**src/rtl/router_pkt_tx.sv**
```systemverilog
// router_pkt_tx: packet transmitter feeding a router (header, buffered payload, parity, gap)
module router_pkt_tx #(
  parameter int GAP_CYCLES = 2
) (
  input  logic       clock,
  input  logic       resetn,
  input  logic       buf_we,
  input  logic [5:0] buf_waddr,
  input  logic [7:0] buf_wdata,
  input  logic       start,
  input  logic [1:0] dest_addr,
  input  logic [5:0] pay_len,
  input  logic       inject_par_err,
  input  logic       busy,
  input  logic       err,
  output logic [7:0] data_in,
  output logic       pkt_valid,
  output logic       tx_active,
  output logic       done,
  output logic       req_err,
  output logic       pkt_err
);
  localparam int GW = (GAP_CYCLES > 0) ? $clog2(GAP_CYCLES + 1) : 1;
  typedef enum logic [2:0] {IDLE, HEADER, PAYLOAD, PARITY, GAP} state_t;
  state_t          r_state, w_next;
  logic [7:0]      r_buf [64];
  logic [5:0]      r_len, r_idx, w_idx;
  logic [1:0]      r_dest;
  logic            r_inj;
  logic [7:0]      r_par, w_par, w_hdr, w_data;
  logic [GW-1:0]   r_gap, w_gap;
  logic            w_legal, w_valid, w_active, w_done, w_rej, w_perr;
  assign w_legal = start && (pay_len != 6'd0) && (dest_addr != 2'd3);
  // payload buffer: only writable while idle, never reset
  always_ff @(posedge clock)
    if (buf_we && r_state == IDLE) r_buf[buf_waddr] <= buf_wdata;
  // state register
  always_ff @(posedge clock or negedge resetn)
    if (!resetn) r_state <= IDLE;
    else r_state <= w_next;
  // next-state logic; byte states advance only on accepted bytes
  always_comb begin
    w_next = r_state;
    case (r_state)
      IDLE:    if (w_legal) w_next = HEADER;
      HEADER:  if (!busy) w_next = PAYLOAD;
      PAYLOAD: if (!busy && r_idx == r_len - 6'd1) w_next = PARITY;
      PARITY:  if (!busy) w_next = (GAP_CYCLES == 0) ? IDLE : GAP;
      GAP:     if (r_gap == GW'(GAP_CYCLES - 1)) w_next = IDLE;
      default: w_next = IDLE;
    endcase
  end
  // next values of datapath and outputs, registered one cycle later
  always_comb begin
    w_hdr    = (r_state == IDLE) ? {pay_len, dest_addr} : {r_len, r_dest};
    w_idx    = (r_state == PAYLOAD) ? (busy ? r_idx : r_idx + 6'd1) : 6'd0;
    w_par    = (r_state == IDLE) ? w_hdr :
               (r_state == PAYLOAD && !busy) ? (r_par ^ r_buf[r_idx]) : r_par;
    w_gap    = (r_state == GAP) ? r_gap + GW'(1) : '0;
    w_data   = (w_next == HEADER)  ? w_hdr :
               (w_next == PAYLOAD) ? r_buf[w_idx] :
               (w_next == PARITY)  ? (w_par ^ {7'd0, r_inj}) : 8'd0;
    w_valid  = (w_next == HEADER) || (w_next == PAYLOAD);
    w_active = (w_next != IDLE);
    w_done   = (r_state == PARITY) && !busy;
    w_rej    = (r_state == IDLE) && start && !w_legal;
    w_perr   = (r_state == IDLE && w_legal) ? 1'b0 :
               pkt_err | (err && (r_state == PARITY || r_state == GAP));
  end
  // datapath and registered outputs
  always_ff @(posedge clock or negedge resetn)
    if (!resetn) begin
      r_idx     <= '0;
      r_len     <= '0;
      r_dest    <= '0;
      r_inj     <= 1'b0;
      r_par     <= '0;
      r_gap     <= '0;
      data_in   <= '0;
      pkt_valid <= 1'b0;
      tx_active <= 1'b0;
      done      <= 1'b0;
      req_err   <= 1'b0;
      pkt_err   <= 1'b0;
    end else begin
      if (r_state == IDLE && w_legal) begin
        r_len  <= pay_len;
        r_dest <= dest_addr;
        r_inj  <= inject_par_err;
      end
      r_idx     <= w_idx;
      r_par     <= w_par;
      r_gap     <= w_gap;
      data_in   <= w_data;
      pkt_valid <= w_valid;
      tx_active <= w_active;
      done      <= w_done;
      req_err   <= w_rej;
      pkt_err   <= w_perr;
    end
endmodule

```
**config.mk**
```make
export PLATFORM = sky130hd
export DESIGN_NAME = router_pkt_tx
export DESIGN_NICKNAME = d
export VERILOG_FILES = /design/src/rtl/router_pkt_tx.sv
export SDC_FILE = /design/constraint.sdc
export NUM_CORES = 1
export LEC_CHECK = 0
export CAP_MARGIN = 20
export CORE_ASPECT_RATIO = 0.75
export CORE_MARGIN = 2
export CORE_UTILIZATION = 35
export CTS_BUF_LIST = sky130_fd_sc_hd__clkbuf_16
export DETAILED_ROUTE_END_ITERATION = 8
export DONT_BUFFER_PORTS = 1
export PLACE_DENSITY = 0.55
export SLEW_MARGIN = 40
export SYNTH_ARGS = -nofsm -noshare
export SYNTH_HDL_FRONTEND = slang
export SYNTH_SLANG_ARGS = --single-unit
```
**constraint.sdc**
```tcl
create_clock -name clock -period 8.4 [get_ports clock]
set_clock_uncertainty 0.1 [all_clocks]
set_input_delay 1.68 -clock clock [delete_from_list [all_inputs] [get_ports clock]]
set_output_delay 1.68 -clock clock [all_outputs]
set_load 0.01 [all_outputs]
```
Word level (Yosys, flattened, before mapping):

Memory sizes are Yosys's and may differ from the RTL's.
Cells that the tools add are included.

* bits in registers: 41
* bits in writable memories: 512
* memories kept: 1

Memory list
* r_buf: depth 64, width 8, read ports 2, clocked after memory_dff 0, write ports 1, line 26 `logic [7:0] r_buf [64];`

* $add $sub $neg: 3
* eq/ne operators: 10
* mux-type cells: 18
* bitwise gates (word level): 3
* reduce and logical (&&, ||, !) cells: 17

Operators with widths (number)
* $mux 8: 6
* $mux 3: 5
* $pmux 3 s5: 1
* $eq 3x2->1 const B: 4
* $mux 6: 2
* $logic_and 1x1->1: 10
* $xor 8x1->8: 1
* $xor 8x8->8: 1
* $add 6x1->6 const B: 1
* $eq 3x1->1 const B: 2
* $eq 6x6->1: 1
* $reduce_bool 6->1: 1
* $sub 6x1->6 const B: 1
* $eq 3x3->1 const B: 1
* $logic_not 3->1: 1
* $mux 1: 3
* $reduce_bool 3->1: 1
* $add 2x1->2 const B: 1
* $eq 2x1->1 const B: 1
* $logic_not 1->1: 2
* $logic_or 1x1->1: 2
* $mux 2: 1
* $ne 2x2->1 const B: 1
* $or 1x1->1: 1

Depth between registers and ports, before layout:

* word-level depth: 9
* gate-level depth with buffers: 15
* gate-level depth less buffers: 10

Least setup slack after synthesis:

OpenSTA, ideal clock, no wires.

* path type: input port to flip-flop
* start point: input busy
* end point: register data_in[7]
* library setup time: 121 ps
* arrival time: 3938 ps
* slack: 4241 ps
* stages on the path: 11
* path buffers: 3
* cell sequence: buf_2 > xnor2_1 > nand2_1 > buf_2 > buf_6 > a2111oi_0 > a311oi_1 > o211ai_1 > o311ai_1 > or4_1 > a22o_1

* cells in the longest elaborated chain, start to end: 8

RTL lines
* start: declaration: line 14 `input logic busy,`
* branches (longest 7 deep; another with $mem_v2 64x8)
* $mux 8 (*): line 60 `w_data = (w_next == HEADER) ? w_hdr :`
* named net w_data[7]: line 30 `logic [7:0] r_par, w_par, w_hdr, w_data;`
* end signal: assignment: line 94 `data_in <= w_data;`
* end: declaration: line 16 `output logic [7:0] data_in,`

Mark *: on every way through the listed nets, which the timed path passes.
A chain may end at the register's enable or synchronous reset.

Worst setup path in the final report:

* start point: register r_state[2]
* end point: register data_in[5]

* cells in the longest elaborated chain, start to end: 8

RTL lines
* start: declaration: line 25 `state_t r_state, w_next;`
* start signal: assignment: line 40 `else r_state <= w_next;`
* branches (longest 7 deep; another with $mem_v2 64x8)
* $mux 8 (*): line 60
* named net w_data[5]: line 30

Marks and branches as above.

==> reports/metrics.cfg <==
[clocking]
cts_root_buf = sky130_fd_sc_hd__clkbuf_16
ctsResizeCount = 0
tritoncts = yes
clk_slew_on_worst_s_h_paths_ns = 0.06
cts_htree_levels = 2
post_cts_setup_driven_buffer_insertion_count = 0
numClockSinks = 553
clk_latency_ns = 0.63
cts.hold.buffers_added = 0
cts_buffers = 58
ctsLongestPathBuffers = 3

[pwr]
ir_worst_vdd_mv = 0.212
power_frac_clock_pct = 31.7
power_per_cell_area_mw_per_mm2 = 273
power_switching_share_pct = 33.8
seq_power_share_pct = 39.9
share_comb_of_total_power_pct = 28.4
switching_power_mw = 2.76
leakage_power_summed_over_all_cells_nw = 9.40
cellInternalPower_mw = 5.39

[setup_path]
end_kind = flop
critPathLaunch = r_state[2]
rr_startpoint = r_state[2]
cp_common_cell = sky130_fd_sc_hd__buf_4
cp_cell_sequence = nor3b_2 -> buf_4 -> nand2_4 -> inv_6 -> buf_4 -> nand2_1 -> a311oi_1 -> o21ai_0 -> a21oi_1 -> nor4_1 -> a31oi_1
worst-endpoint-arrival_ns = 5.93
crit_path_max_incr_delay_ns = 0.77
timing.critical_path.fanout_max = 74
critPathRequiredTime_ns = 8.79
worst_reg2reg_setup_slack_ns = 2.86
critPathKind = reg2reg
critPathLaunchType = flop
cell_with_the_largest_stage_delay_on_the_worst_path = sky130_fd_sc_hd__inv_6

[logic_synthesis]
mappedNetlistNets = 2060
async_reset_ff_share_pct = 7.41
synth_seq_area_share_pct = 60.9
synthSimpleGateAreaFrac_pct = 9.53
synth_cells = 2028
adder_cell_share_of_the_synthesized_area_pct = 0.139
synth.cell_area_sq_mm = 0.0269
mux_contribution_to_synthesized_area_pct = 12.6
synth_enable_flop_cells = 512
synth_top_family_by_area = compound AO/OA/AOI/OAI gates
post_synth_num_cell_types = 67
post_synthesis_compound_gate_area_fraction_pct = 13.0
syn_avg_cell_area_sq_um = 13.3
post_synth_xor_area_fraction_pct = 0.651
yosys_most_used_dff = sky130_fd_sc_hd__edfxtp_1
synthesis.yosys.warnings = 0
synth.ff_latch_count = 553

[global_routing]
grt_antenna_before_repair = 1
grt_util_all_layers_pct = 23.2
grt_max_degree = 104
grt-ovfl-total = 0
vias_in_the_first_global_route = 18097
first_pass_grt_wire_length_microns = 134000

[cells_and_area]
register_area_sq_mm = 0.0164
finish.instance_area_sq_mm = 0.0299
drive_gt1_share_pct = 15.0
multi_input_comb_area_sq_mm = 0.00993
layout_commonest_cell = sky130_fd_sc_hd__edfxtp_1
flow.area_growth_from_synthesis_pct = 11.0
layout_common_cells = sky130_fd_sc_hd__edfxtp_1 (512), sky130_fd_sc_hd__nand2_1 (273), sky130_fd_sc_hd__mux2i_1 (141)
fillers = 7065
nNetsFinal = 1977
antennaDiodeCount = 0
layout.cells.non_filler = 3029

[detailed_routing]
drtPass1Iterations = 6
met2_length_microns = 38100
highest-signal-layer = met4
detail-route-antenna-nets = 0
detail_route.wirelength.met1_microns = 40300
drt_iter0_drc = 3157
detailroute.wirelength.met3_microns = 12700
detail_route.drc_violations = 0
route.detailed.wl_per_inst_microns = 30.8
detail_route.vias_per_cell = 6.38
vias = 19326
finalWirelength_microns = 93400

[worst_hold_path]
min-delay-path-class = reg2reg
min-delay-start = r_gap[0]

[floorplanning]
ioPinCount = 42
core_sq_mm = 0.0765
num_rows = 88
die-height_microns = 244
chipWidth_microns = 324
initial_core_util_pct = 35.2
die_area_sq_mm = 0.0791

[placement]
dp_cells = 2919
placed_area_sq_mm = 0.0279
gp_congestion = 0.976
pre_cts_slack_ns = 2.81
io_buffer_count = 0
hpwlAfterDp_microns = 59100

[status]
outcome = complete, no violations

[timing]
hold_viol_final = 0
fin_ws_ns = 2.86
setup_violations = 0
setup_tns_ns = 0
finalHoldWorstSlack_ns = 0.333
rsz0062_at_grt = false
relSlewSlack_pct = 38.8
timing.final.crit_share_pct = 66.0
timing_worst_slew_pin_value_ns = 0.916
final_max_slew_viol_count = 0
max_freq_mhz = 180
period_needed_ns = 5.54

[job]
max_cap_violations = 0

-- worst max-delay path: cells and delay by family (launching register included) --
kind	cells	cell delay, ns
buffers and inverters	3	2.08
AOI/OAI and AO/OA	4	1.26
and+or+nand+nor	4	1.22
DFF	1	0.50
-- logic make-up after synthesis --
group                      Yosys count
and+or+nand+nor                    558
buffers and inverters              189
DFF                                553
xor gates and xnor gates            20
muxes                              234
adders and majority gates            3
AOI/OAI and AO/OA                  471
-- sequential cells by signal (all words and copies together) (netlist names) --
signal	count
r_par	8
r_buf	512
r_len	6
data_in	8
req_err	1
r_state	3
tx_active	1
r_inj	1
done	1
r_gap	2
r_dest	2
pkt_valid	1
pkt_err	1
r_idx	6
-- per-stage QoR --
step | total power [mW] | util, %
2_1_floorplan | 4.90 | -
3_3_place_gp | 5.52 | 36.2
3_5_place_dp | 5.55 | 36.4
4_1_cts | 8.10 | 38.9
5_1_grt | 8.41 | 39.0
6_report | 8.15 | 39.0
-- worst paths after layout --
path,endpoint,depth (start not counted)
worst min register to register,r_gap[0],1
max in group asynchronous,r_idx[1],0
worst max register to register,data_in[5],11
min in group asynchronous,req_err,0
worst max-delay path,data_in[5],11
worst min-delay path,r_gap[0],1
-- area by class of cell --
cell class	count	share of cell area (%)
flip-flops and latches	553	55.0
multi-input cells	1286	33.3
clock buffers	61	5.11
well taps	1035	4.34
clock inverters	48	1.21
repair buffers	30	0.918
inverters	16	0.222
-- Yosys cell counts (all sizes together) (7+ instances only) --
cell,n,area share (%)
edfxtp,512,57
nor3,8,0.15
a31oi,43,1.0
xnor2,11,0.36
a311oi,63,2.1
clkbuf,110,1.5
and3,105,2.4
o221ai,67,2.2
buf,63,1.4
o22ai,30,0.70
o211ai,13,0.36
o21ai,30,0.56
inv,14,0.20
dfrtp,41,3.8
nor2,98,1.4
mux4,82,6.9
and2,7,0.16
nand2,279,3.9
a2111oi,17,0.55
nand3,16,0.30
o32ai,7,0.23
a21oi,40,0.76
xor2,9,0.29
mux2i,142,5.3
mux2,10,0.42
a211oi,116,3.3
a22oi,15,0.42
or4,8,0.22
-- power by group through the flow --
stage	Sequential (mW)	Combinational [mW]	Clock, mW
6_report	3.25	2.32	2.58
5_1_grt	3.26	2.44	2.71
4_1_cts	3.25	2.25	2.61
3_5_place_dp	3.31	2.24	0
3_3_place_gp	3.30	2.21	0
2_1_floorplan	3.21	1.69	0
-- layer usage --
layer / global-route usage [%] / vias up
met5: 0 / -
met3: 7.72 / 178
met2: 31.6 / 1293
li1: - / 7978
met1: 35.2 / 9877
met4: 5.57 / 0
Power figures use the tool's default switching activity.
